File: src/rtl/dmem_port_arbiter_pkg.sv
// Shared types and default widths for the data-memory port arbiter.
// Optional perf counters in the top are enabled by defining DMEM_ARB_PERF_EN.
package dmem_arb_pkg;

    typedef enum logic [0:0] {
        S_CORE  = 1'b0,
        S_FORCE = 1'b1
    } arb_state_e;

    localparam int ADDR_W_DEF   = 8;
    localparam int DATA_W_DEF   = 32;
    localparam int MAX_WAIT_DEF = 8;
    localparam int CNT_W_DEF    = 16;

    // The wait counter only ever holds 0 .. max_wait-1.
    function automatic int wait_cnt_width(input int max_wait);
        if (max_wait > 1) begin
            return $clog2(max_wait);
        end else begin
            return 1;
        end
    endfunction

endpackage

File: src/rtl/dmem_port_arbiter_if.sv
// Bundle of core MEM-stage, host requester and dataMemory signals around the arbiter.
// slave = arbiter side, master = requesters plus memory.
interface dmem_port_arbiter_if
    import dmem_arb_pkg::*;
#(
    parameter int ADDR_W = ADDR_W_DEF,
    parameter int DATA_W = DATA_W_DEF
);
    logic              core_rden;
    logic              core_wren;
    logic [ADDR_W-1:0] core_addr;
    logic [DATA_W-1:0] core_wdata;
    logic [DATA_W-1:0] core_rdata;
    logic              core_stall;

    logic              host_req;
    logic              host_we;
    logic [ADDR_W-1:0] host_addr;
    logic [DATA_W-1:0] host_wdata;
    logic              host_gnt;
    logic              host_rvalid;
    logic [DATA_W-1:0] host_rdata;

    logic [ADDR_W-1:0] mem_addr;
    logic [DATA_W-1:0] mem_data;
    logic              mem_rden;
    logic              mem_wren;
    logic [DATA_W-1:0] mem_q;

    modport slave (
        input  core_rden, core_wren, core_addr, core_wdata,
        input  host_req, host_we, host_addr, host_wdata,
        input  mem_q,
        output core_rdata, core_stall,
        output host_gnt, host_rvalid, host_rdata,
        output mem_addr, mem_data, mem_rden, mem_wren
    );

    modport master (
        output core_rden, core_wren, core_addr, core_wdata,
        output host_req, host_we, host_addr, host_wdata,
        output mem_q,
        input  core_rdata, core_stall,
        input  host_gnt, host_rvalid, host_rdata,
        input  mem_addr, mem_data, mem_rden, mem_wren
    );

endinterface

File: src/rtl/dmem_port_arbiter_wait_timer.sv
// Counts consecutive blocked host cycles; expire flags the last one before a forced stall.
module dmem_arb_wait_timer
    import dmem_arb_pkg::*;
#(
    parameter int MAX_WAIT = MAX_WAIT_DEF
) (
    input  logic clk,
    input  logic rst,
    input  logic clr,
    input  logic inc,
    output logic expire
);
    localparam int                WAIT_W = wait_cnt_width(MAX_WAIT);
    localparam logic [WAIT_W-1:0] LAST   = WAIT_W'(MAX_WAIT - 1);

    logic [WAIT_W-1:0] cnt_r;

    // Clear has priority so a grant or a forced stall always restarts the count.
    always_ff @(posedge clk) begin
        if (rst) begin
            cnt_r <= {WAIT_W{1'b0}};
        end else if (clr) begin
            cnt_r <= {WAIT_W{1'b0}};
        end else if (inc) begin
            cnt_r <= cnt_r + WAIT_W'(1);
        end else begin
            cnt_r <= cnt_r;
        end
    end

    assign expire = (cnt_r == LAST);

endmodule

File: src/rtl/dmem_port_arbiter.sv
// Data-memory port arbiter: core MEM stage has priority, a starved host forces a 1-cycle stall.
// Define DMEM_ARB_PERF_EN to build the saturating host-grant / forced-stall counters.
module dmem_port_arbiter
    import dmem_arb_pkg::*;
#(
    parameter int ADDR_W   = ADDR_W_DEF,
    parameter int DATA_W   = DATA_W_DEF,
    parameter int MAX_WAIT = MAX_WAIT_DEF,
    parameter int CNT_W    = CNT_W_DEF
) (
    input  logic                clk,
    input  logic                rst,
    dmem_port_arbiter_if.slave  bus,
    output logic [CNT_W-1:0]    perf_host_cnt,
    output logic [CNT_W-1:0]    perf_stall_cnt
);
    arb_state_e        state_r;
    arb_state_e        state_nxt_s;
    logic              core_busy_s;
    logic              expire_s;
    logic              wait_inc_s;
    logic              wait_clr_s;
    logic              host_gnt_s;
    logic              mem_rden_s;
    logic              mem_wren_s;
    logic [ADDR_W-1:0] mem_addr_s;
    logic [DATA_W-1:0] mem_data_s;
    logic              core_stall_r;
    logic              host_rvalid_r;
    logic [DATA_W-1:0] host_rdata_r;

    assign core_busy_s = bus.core_rden | bus.core_wren;

    dmem_arb_wait_timer #(
        .MAX_WAIT (MAX_WAIT)
    ) u_wait_timer (
        .clk    (clk),
        .rst    (rst),
        .clr    (wait_clr_s),
        .inc    (wait_inc_s),
        .expire (expire_s)
    );

    // State register.
    always_ff @(posedge clk) begin
        if (rst) begin
            state_r <= S_CORE;
        end else begin
            state_r <= state_nxt_s;
        end
    end

    // Next-state: leave S_CORE only when the host has waited its full budget.
    always_comb begin
        state_nxt_s = S_CORE;
        case (state_r)
            S_CORE: begin
                if (bus.host_req && core_busy_s && expire_s) begin
                    state_nxt_s = S_FORCE;
                end else begin
                    state_nxt_s = S_CORE;
                end
            end
            S_FORCE: state_nxt_s = S_CORE;
            default: state_nxt_s = S_CORE;
        endcase
    end

    // Grant and wait-timer control; nothing is granted while in reset.
    always_comb begin
        host_gnt_s = 1'b0;
        wait_inc_s = 1'b0;
        wait_clr_s = 1'b1;
        if (rst) begin
            host_gnt_s = 1'b0;
            wait_inc_s = 1'b0;
            wait_clr_s = 1'b1;
        end else begin
            case (state_r)
                S_CORE: begin
                    host_gnt_s = bus.host_req & ~core_busy_s;
                    wait_inc_s = bus.host_req & core_busy_s;
                    wait_clr_s = ~(bus.host_req & core_busy_s) | expire_s;
                end
                S_FORCE: begin
                    host_gnt_s = bus.host_req;
                    wait_inc_s = 1'b0;
                    wait_clr_s = 1'b1;
                end
                default: begin
                    host_gnt_s = 1'b0;
                    wait_inc_s = 1'b0;
                    wait_clr_s = 1'b1;
                end
            endcase
        end
    end

    // Port mux: core access is masked during the forced cycle; the frozen pipe retries it.
    always_comb begin
        mem_addr_s = bus.core_addr;
        mem_data_s = bus.core_wdata;
        mem_rden_s = 1'b0;
        mem_wren_s = 1'b0;
        if (host_gnt_s) begin
            mem_addr_s = bus.host_addr;
            mem_data_s = bus.host_wdata;
            mem_rden_s = ~bus.host_we;
            mem_wren_s = bus.host_we;
        end else if (rst || (state_r == S_FORCE)) begin
            mem_rden_s = 1'b0;
            mem_wren_s = 1'b0;
        end else begin
            mem_rden_s = bus.core_rden;
            mem_wren_s = bus.core_wren;
        end
    end

    // Registered stall and host read-valid pulse.
    always_ff @(posedge clk) begin
        if (rst) begin
            core_stall_r  <= 1'b0;
            host_rvalid_r <= 1'b0;
        end else begin
            core_stall_r  <= (state_nxt_s == S_FORCE);
            host_rvalid_r <= host_gnt_s & ~bus.host_we;
        end
    end

    // Hold the last host read word once the RAM output moves on to other accesses.
    always_ff @(posedge clk) begin
        if (rst) begin
            host_rdata_r <= {DATA_W{1'b0}};
        end else if (host_rvalid_r) begin
            host_rdata_r <= bus.mem_q;
        end else begin
            host_rdata_r <= host_rdata_r;
        end
    end

    // mem_q is already a RAM register, so it is steered straight out in the valid cycle.
    assign bus.host_rdata  = host_rvalid_r ? bus.mem_q : host_rdata_r;
    assign bus.host_rvalid = host_rvalid_r;
    assign bus.host_gnt    = host_gnt_s;
    assign bus.core_stall  = core_stall_r;
    assign bus.core_rdata  = bus.mem_q;
    assign bus.mem_addr    = mem_addr_s;
    assign bus.mem_data    = mem_data_s;
    assign bus.mem_rden    = mem_rden_s;
    assign bus.mem_wren    = mem_wren_s;

`ifdef DMEM_ARB_PERF_EN
    localparam logic [CNT_W-1:0] CNT_MAX = {CNT_W{1'b1}};

    logic [CNT_W-1:0] perf_host_r;
    logic [CNT_W-1:0] perf_stall_r;

    // Saturating event counters.
    always_ff @(posedge clk) begin
        if (rst) begin
            perf_host_r  <= {CNT_W{1'b0}};
            perf_stall_r <= {CNT_W{1'b0}};
        end else begin
            if (host_gnt_s && (perf_host_r != CNT_MAX)) begin
                perf_host_r <= perf_host_r + CNT_W'(1);
            end else begin
                perf_host_r <= perf_host_r;
            end
            if ((state_r == S_FORCE) && (perf_stall_r != CNT_MAX)) begin
                perf_stall_r <= perf_stall_r + CNT_W'(1);
            end else begin
                perf_stall_r <= perf_stall_r;
            end
        end
    end

    assign perf_host_cnt  = perf_host_r;
    assign perf_stall_cnt = perf_stall_r;
`else
    assign perf_host_cnt  = {CNT_W{1'b0}};
    assign perf_stall_cnt = {CNT_W{1'b0}};
`endif

endmodule

File: src/flat_wrapper.sv
// flat-port wrapper written by rule: the top's interface ports become plain ports
module dmem_port_arbiter_flat import dmem_arb_pkg::*;
#(
    parameter int ADDR_W   = ADDR_W_DEF,
    parameter int DATA_W   = DATA_W_DEF,
    parameter int MAX_WAIT = MAX_WAIT_DEF,
    parameter int CNT_W    = CNT_W_DEF
)
  (clk, rst, perf_host_cnt, perf_stall_cnt, bus_core_rden, bus_core_wren, bus_core_addr, bus_core_wdata, bus_host_req, bus_host_we, bus_host_addr, bus_host_wdata, bus_mem_q, bus_core_rdata, bus_core_stall, bus_host_gnt, bus_host_rvalid, bus_host_rdata, bus_mem_addr, bus_mem_data, bus_mem_rden, bus_mem_wren);
  dmem_port_arbiter_if #(.ADDR_W(ADDR_W), .DATA_W(DATA_W)) bus_i ();
  input  logic clk;
  input  logic rst;
  output logic [CNT_W-1:0] perf_host_cnt;
  output logic [CNT_W-1:0] perf_stall_cnt;
  input wire logic [$bits(bus_i.core_rden)-1:0] bus_core_rden;
  input wire logic [$bits(bus_i.core_wren)-1:0] bus_core_wren;
  input wire logic [$bits(bus_i.core_addr)-1:0] bus_core_addr;
  input wire logic [$bits(bus_i.core_wdata)-1:0] bus_core_wdata;
  input wire logic [$bits(bus_i.host_req)-1:0] bus_host_req;
  input wire logic [$bits(bus_i.host_we)-1:0] bus_host_we;
  input wire logic [$bits(bus_i.host_addr)-1:0] bus_host_addr;
  input wire logic [$bits(bus_i.host_wdata)-1:0] bus_host_wdata;
  input wire logic [$bits(bus_i.mem_q)-1:0] bus_mem_q;
  output wire logic [$bits(bus_i.core_rdata)-1:0] bus_core_rdata;
  output wire logic [$bits(bus_i.core_stall)-1:0] bus_core_stall;
  output wire logic [$bits(bus_i.host_gnt)-1:0] bus_host_gnt;
  output wire logic [$bits(bus_i.host_rvalid)-1:0] bus_host_rvalid;
  output wire logic [$bits(bus_i.host_rdata)-1:0] bus_host_rdata;
  output wire logic [$bits(bus_i.mem_addr)-1:0] bus_mem_addr;
  output wire logic [$bits(bus_i.mem_data)-1:0] bus_mem_data;
  output wire logic [$bits(bus_i.mem_rden)-1:0] bus_mem_rden;
  output wire logic [$bits(bus_i.mem_wren)-1:0] bus_mem_wren;
  assign bus_i.core_rden = bus_core_rden;
  assign bus_i.core_wren = bus_core_wren;
  assign bus_i.core_addr = bus_core_addr;
  assign bus_i.core_wdata = bus_core_wdata;
  assign bus_i.host_req = bus_host_req;
  assign bus_i.host_we = bus_host_we;
  assign bus_i.host_addr = bus_host_addr;
  assign bus_i.host_wdata = bus_host_wdata;
  assign bus_i.mem_q = bus_mem_q;
  assign bus_core_rdata = bus_i.core_rdata;
  assign bus_core_stall = bus_i.core_stall;
  assign bus_host_gnt = bus_i.host_gnt;
  assign bus_host_rvalid = bus_i.host_rvalid;
  assign bus_host_rdata = bus_i.host_rdata;
  assign bus_mem_addr = bus_i.mem_addr;
  assign bus_mem_data = bus_i.mem_data;
  assign bus_mem_rden = bus_i.mem_rden;
  assign bus_mem_wren = bus_i.mem_wren;
  dmem_port_arbiter #(.ADDR_W(ADDR_W), .DATA_W(DATA_W), .MAX_WAIT(MAX_WAIT), .CNT_W(CNT_W)) u_core (.clk(clk), .rst(rst), .bus(bus_i), .perf_host_cnt(perf_host_cnt), .perf_stall_cnt(perf_stall_cnt));
endmodule
File: config.mk
export PLATFORM = sky130hd
export DESIGN_NAME = dmem_port_arbiter_flat
export DESIGN_NICKNAME = d
export VERILOG_FILES = /design/src/rtl/dmem_port_arbiter_pkg.sv /design/src/rtl/dmem_port_arbiter_if.sv /design/src/rtl/dmem_port_arbiter_wait_timer.sv /design/src/rtl/dmem_port_arbiter.sv /design/src/flat_wrapper.sv
export SDC_FILE = /design/constraint.sdc
export NUM_CORES = 1
export LEC_CHECK = 0
export CAP_MARGIN = 15
export CORE_AREA = 2 2 101 103
export DETAILED_ROUTE_END_ITERATION = 8
export DIE_AREA = 0 0 103 105
export PLACE_DENSITY = 0.75
export SLEW_MARGIN = 40
export SYNTH_ARGS = -nofsm -noshare
export SYNTH_HDL_FRONTEND = slang
export SYNTH_SLANG_ARGS = --single-unit
File: constraint.sdc
create_clock -name clk -period 2.4 [get_ports clk]
set_input_delay 0.48 -clock clk [delete_from_list [all_inputs] [get_ports clk]]
set_output_delay 0.48 -clock clk [all_outputs]
set_load 0.05 [all_outputs]
==> summary.txt, run 1 <==
Detailed routing
  – DRC: 0
  – Detailed Routing Iterations Pass 1: 4
  – 1st-iter DRT viols: 53
  – Post-route ant nets: 0
  – Vias: 2297
  – Vias per inst: 4.01
  – WL/cell: 17.2 microns
  – Aggregate routed wire length: roughly 9.8 mm

Finish
  – Cell Count, Final, Fillers Out: approximately 570
  – Final nets: 559
  – Antenna diodes: 0
  – Multi-input logic area: 1420 sq um
  – Layout cells sized above 1: 0.452
  – Filler cell count: around 830
  – Sequential cell area: roughly 740 sq um
  – Area grow syn2layout: 105%

Yosys
  – Synth area leaders: dfxtp_1, mux2_4, buf_4
  – Post-Synthesis Cells: 237
  – YS warnings: 0
  – Synth Area per Inst: roughly 11 sq um
  – Commonest cells post-synth: buf_4, mux2_4, dfxtp_1
  – Synth Area in XOR/XNOR: 0
  – Synth Area in Simple Gates: 0.110
  – Top_reg_cell synth: dfxtp_1
  – Adder-Cell Fraction of Synth Area: 0.00946
  – Post-synth EDFFs: 0
  – Count leader, synth: buf_4
  – Synth unique cells: 25
  – Synthesized area: 2650 sq um
  – Post-synthesis mux area share: 0.360
  – Complex-gate fraction of the synthesized area: 0.0109
  – Area leader, netlist: dfxtp_1
  – Yosys top cell area share: 0.280
  – Register bit total from synthesis: 37
  – Asr flop ratio synth: 0
  – Largest family of logic cells by synthesized area: multiplexers
  – Sequential fraction of the synthesis area: 0.280

Worst setup path
  – Worst flop-to-flop path endpoint: u_core.host_rdata_r[3]
  – Crit path top cell by count: nand2b_4
  – Worst reg2reg path startpoint: u_core.bus.host_rvalid
  – FF-to-FF setup slack: 1.01 ns
  – Worst Setup End Kind: output port
  – Largest fanout on the critical path: 8
  – Worst reg2reg path depth: 3
  – Worst Setup Start Kind: input pin
  – WP data required: 1.92 ns
  – Slowest-stage cell, CP: mux2_4
  – Max stage delay on crit path: 0.31 ns
  – CP arrival: 1.83 ns
  – Critical setup path kind: in -> out
  – Worst path cell trace: dlygate4sd2_1, nand2b_4, nand2b_4, buf_6, buf_4, mux2_4, buf_12

STA
  – Max_slew headroom: 0.643
  – Final min period: 2.31 ns
  – Fmax: 433 MHz
  – Setup TNS: 0 ns
  – Final setup fails: 0
  – Final hold violation count: 0
  – Worst-Margin Slew: 0.533 ns
  – Final Max Tran Viols: 0
  – Layout Skew: 0.00888 ns
  – RSZ-0062 raised after global routing: no
  – Post-route clock period utilization: 0.963

Pwr
  – Seq pwr share: 0.291
  – Clk pwr share: 0.198
  – Switching share of power: 0.377
  – Static leakage: 0.00252 uW
  – Psw: just over 800 uW
  – Int Power: 1330 uW
  – Power per cell area: 394 nW/um^2
  – Combinational power share: 0.511
  – VDD IR max: 340 uV

CTS
  – CTS tree: done
  – Root Driver: clkbuf_8
  – Clock Sinks: 37
  – Cts hold-fix bufs: 0
  – Clock insertion delay at the later pin of the skew report: 0.28 ns
  – H-tree Lvls: 2
  – Clock Pin Slew Worst Setup and Hold Paths: roughly 0.070 ns
  – CTS buffer count: 5
  – Clock buffer depth: 2

Floorplanning
  – Row cnt: 36
  – Core ar.: 9640 sq um
  – Die Wd: 103 microns
  – Initial Util: 0.275
  – Chip Height: between 100 and 150 microns
  – I/O pins: between 200 and 300
  – Die area: 10800 sq um

GRT
  – Largest net degree at the start of global routing: 35
  – Global-route usage over all layers: 0.171
  – First-pass GRT wire length: 14.1 mm
  – Initial antenna violation count: 0
  – Vias in the first global route: 2461
  – GRT overflow: 0

Status
  – Status: completed

Worst hold path
  – HP Class: reg -> reg
  – Hold endpoint: u_core.u_wait_timer.cnt_r[0]
  – Hold Path Cell Cnt: 1
  – Hold Crit Start: u_core.u_wait_timer.cnt_r[0]

Placed design
  – Gpl congestion: 0.740
  – Placed Instances: 561
  – HPWL after DPL: 8.15 mm
  – Number of port buffers: around 230

Run
  – Max cap viols: 0
-- worst max-delay path: cells and delay by family --
kind,cells,cell delay [ns]
buf+inv,4,0.67
simple gates,2,0.36
mux,1,0.31
-- timing repair --
action / in CTS / in global routing
setup buffers: 3 / 0
gates resized for setup: 8 / 0
endpoints found under the setup margin: 38 / 0
-- worst max path at each step --
stage / from / end / cells past startpoint
2_1_floorplan: u_core.bus.core_stall / bus_mem_wren / 3
5_1_grt: rst / bus_mem_data[17] / 7
6_report: rst / bus_mem_data[17] / 7
4_1_cts: rst / bus_mem_data[17] / 7
3_3_place_gp: rst / bus_mem_data[27] / 6
3_5_place_dp: rst / bus_mem_data[27] / 6
-- cells by family after synthesis --
kind of cell | count (synthesis)
fa+ha+maj | 2
mux | 72
flops | 37
buf+inv | 78
compound gates | 3
simple gates | 44
other cells | 1
-- cell type report --
cell class              instances  area share
flip-flops and latches         37       0.136
well taps                     133      0.0306
repair buffers                240       0.554
multi-input cells             153       0.261
inverters                       2     0.00138
clock inverters                 2     0.00276
clock buffers                   6      0.0134
-- through the flow --
stage | worst slack, ns | total power [uW] | hold slack, ns | util | area (sq um)
CTS | 0.0864 | 2170 | 0.435 | 0.563 | 5430
floorplan | 0.238 | 1280 | 0.404 | - | 2760
global route | 0.0398 | 2220 | 0.455 | 0.563 | 5430
finish | 0.0898 | 2140 | 0.431 | 0.563 | 5430
detailed placement | -0.120 | 1730 | 0.425 | 0.549 | 5290
global placement | -0.0775 | 1720 | 0.415 | 0.549 | 5290
-- registers in the layout, indices dropped and copies added, names as in the netlist --
register and count:
u_core.host_rdata_r 32, u_core.bus.core_stall 1, u_core.bus.host_rvalid 1, u_core.u_wait_timer.cnt_r 3
-- power by group through the flow --
| stage | combinational [uW] | sequential (uW) | clock, uW |
|---|---|---|---|
| floorplan | 638 | 639 | 0 |
| global placement | 1090 | 638 | 0 |
| detailed placement | 1090 | 638 | 0 |
| CTS | 1100 | 624 | 447 |
| global route | 1130 | 625 | 469 |
| finish | 1090 | 624 | 424 |
-- routing by layer --
layer  vias to the layer above  track usage  share of wire
met1                      1054        0.178           0.35
li1                       1099            -              -
met5                         -            0              0
met2                       137        0.326           0.52
met3                         7       0.0622           0.12
met4                         0       0.0273         0.0092
-- layout by cell type, fill, tap and decap left out, types with 4 or more instances in the layout --
master / count
clkdlybuf4s50_1: 114
buf_12: 71
buf_4: 48
mux2_4: 38
dfxtp_1: 37
conb_1: 32
mux2_2: 29
nor2b_1: 28
mux2_1: 5
clkbuf_8: 5
and2b_1: 4
dlygate4sd2_1: 4
(Power assumes the default switching activity.)
==> run 2, diff against run 1 <==
--- a/config.mk
+++ b/config.mk
@@ -6,10 +6,10 @@
 export NUM_CORES = 1
 export LEC_CHECK = 0
 export CAP_MARGIN = 15
-export CORE_AREA = 2 2 101 103
+export CORE_MARGIN = 1.5
+export CORE_UTILIZATION = 27
 export DETAILED_ROUTE_END_ITERATION = 8
-export DIE_AREA = 0 0 103 105
-export PLACE_DENSITY = 0.75
+export PLACE_DENSITY = 0.77
 export SLEW_MARGIN = 40
 export SYNTH_ARGS = -nofsm -noshare
 export SYNTH_HDL_FRONTEND = slang
==> constraint.sdc (replaced) <==
create_clock -name clk -period 1.9 [get_ports clk]
set_input_delay 0.38 -clock clk [delete_from_list [all_inputs] [get_ports clk]]
set_output_delay 0.38 -clock clk [all_outputs]
set_load 0.01 [all_outputs]
==> run 2 against run 1 <==
The run now ends with negative setup slack left. Global-route usage hardly changed. Non-clock buffer count is 29 higher. Critical path type is now reg -> out. Combinational power is 25% lower. Power is 7.4% higher. Highest routed layer unchanged. Register-to-register slack worse by 0.41 ns. Wire length is 2.4% higher. Final cell count is 4.5% higher. Hold slack better by 0.045 ns. Sequential share of layout area is 0.68 points higher. Clock power is 64% higher. Critical endpoint is now bus_mem_addr[4]. Die area is 3.8% lower.
==> summary.txt, run 2 (synthesized netlist as in run 1, its figures left out) <==
STA
  – Final worst-path setup slack: -0.157 ns
  – Layout Skew: roughly 0.0044 ns
  – Final min period: 2.06 ns
  – Final Max Tran Viols: 0
  – Final hold violation count: 0
  – Post-route clock period utilization: 1.08
  – Hold_ws: 0.476 ns
  – RSZ-0062 raised after global routing: yes
  – Final setup fails: 40
  – Fmax: roughly 490 MHz

Worst setup path
  – Largest fanout on the critical path: 6
  – CP arrival: 1.68 ns
  – WP data required: 1.52 ns
  – Worst Setup Start Kind: flip-flop
  – Critical setup path kind: reg -> out
  – Worst Setup End Kind: output port

CTS
  – H-tree Lvls: 2
  – Cts hold-fix bufs: 0
  – Clock insertion delay at the later pin of the skew report: slightly below 0.3 ns
  – Root Driver: clkbuf_8
  – CTS buffer count: 5
  – Clock Pin Slew Worst Setup and Hold Paths: 0.08 ns
  – Clock Sinks: 37
  – CTS tree: done
  – Clock buffer depth: 2

Run
  – Max cap viols: 0

Finish
  – Biggest register: u_core.host_rdata_r
  – Area grow syn2layout: 96.9%
  – Final Core Density: 0.556
  – Most frequent cells in the layout: clkdlybuf4s50_1, buf_6, mux2_4
  – Largest regs: u_core.host_rdata_r x32, u_core.u_wait_timer.cnt_r x3
  – Most common cell after layout, fill and taps aside: clkdlybuf4s50_1
  – Layout cells sized above 1: 0.405
  – Filler cell count: 832
  – Final nets: 588
  – Max reg flops: 32
  – Sequential cell area: ~750 sq um
  – Multi-input logic area: about 1400 sq um

Detailed routing
  – Aggregate routed wire length: 10.1 mm
  – Detailed Routing Iterations Pass 1: 4
  – DRC: 0
  – Vias per inst: 4.10
  – Vias: 2458
  – WL/cell: 16.8 microns
  – Post-route ant nets: 0
  – 1st-iter DRT viols: between 40 and 50

Floorplanning
  – Chip Height: 102 microns
  – I/O pins: 259
  – Initial Util: 0.282
  – Die area: between 10000 and 15000 sq um
  – Core ar.: 9370 sq um
  – Row cnt: 35
  – Die Wd: 102 microns

GRT
  – Largest net degree at the start of global routing: 35
  – Global-route usage over all layers: 0.172
  – Initial antenna violation count: 0
  – First-pass GRT wire length: 13.4 mm
  – Vias in the first global route: 2468
  – GRT overflow: 0

Status
  – Status: finished, violations left
  – Failing checks: negative setup slack

Placed design
  – Number of port buffers: 226
  – HPWL after DPL: 7.57 mm
  – Gpl congestion: 0.790

Worst hold path
  – HP Class: reg -> reg

Pwr
  – Power per cell area: 441 nW/um^2
  – Static leakage: 0.00252 uW
  – VDD IR max: 442 uV
==> run 2: where the power goes <==
group / leakage [uW] / switching (uW) / internal (uW)
Combinational: 0.00217 / 277 / 537
Clock: 0.0000554 / 303 / 394
Sequential: 0.000300 / 4.84 / 784
Total: 0.00252 / 584 / 1720
==> run 2: through the flow <==
stage	setup TNS (ns)	cell area [sq um]	power (uW)	cells	worst slack [ns]
after global placement	-32.93	4780	1570	566	-0.803
after detailed placement	-33.38	4780	1570	566	-0.808
after CTS	-4.78	5200	2320	593	-0.209
after floorplan	0	2760	1150	268	0.294
final	-3.60	5210	2300	599	-0.157
after global routing	-5.86	5210	2410	598	-0.218
==> run 2: layout make-up <==
type                            count  area share
Multi-Input combinational cell    153       0.275
Clock inverter                      2     0.00744
Inverter                            2     0.00144
Sequential cell                    37       0.143
Antenna cell                        1    0.000480
Clock buffer                        6      0.0139
Tap cell                          129      0.0310
Timing Repair Buffer              269       0.528
==> run 2: critical path: stages, from the launching register on <==
cell and delay (ns):
dfxtp_2 0.32, o21bai_4 0.17, nand2b_4 0.10, buf_12 0.13
buf_8 0.13, buf_6 0.10, mux2_4 0.30, buf_6 0.12
==> run 2: path summary, 6_finish.rpt <==
path	start	end	slack (ns)	depth (start not counted)
min	u_core.u_wait_timer.cnt_r[0]	u_core.u_wait_timer.cnt_r[0]	0.48	1
max reg2reg	u_core.bus.host_rvalid	u_core.host_rdata_r[13]	0.60	4
max	u_core.bus.core_stall	bus_mem_addr[4]	-0.16	7
min reg2reg	u_core.u_wait_timer.cnt_r[0]	u_core.u_wait_timer.cnt_r[0]	0.48	1
==> run 2: repair_timing <==
action / CTS / global route
setup buffers: 16 / 7
endpoints found under the setup margin: 76 / 73
pin swaps: 1 / 0
cloned: 3 / 2
gates resized for setup: 285 / 65
==> run 2: per-layer routing <==
layer / up-vias / part of all wire / GRT usage
met1: 1136 / 0.33 / 0.175
li1: 1163 / - / -
met3: 11 / 0.10 / 0.0602
met2: 148 / 0.55 / 0.335
met5: - / 0 / 0
met4: 0 / 0.012 / 0.0348
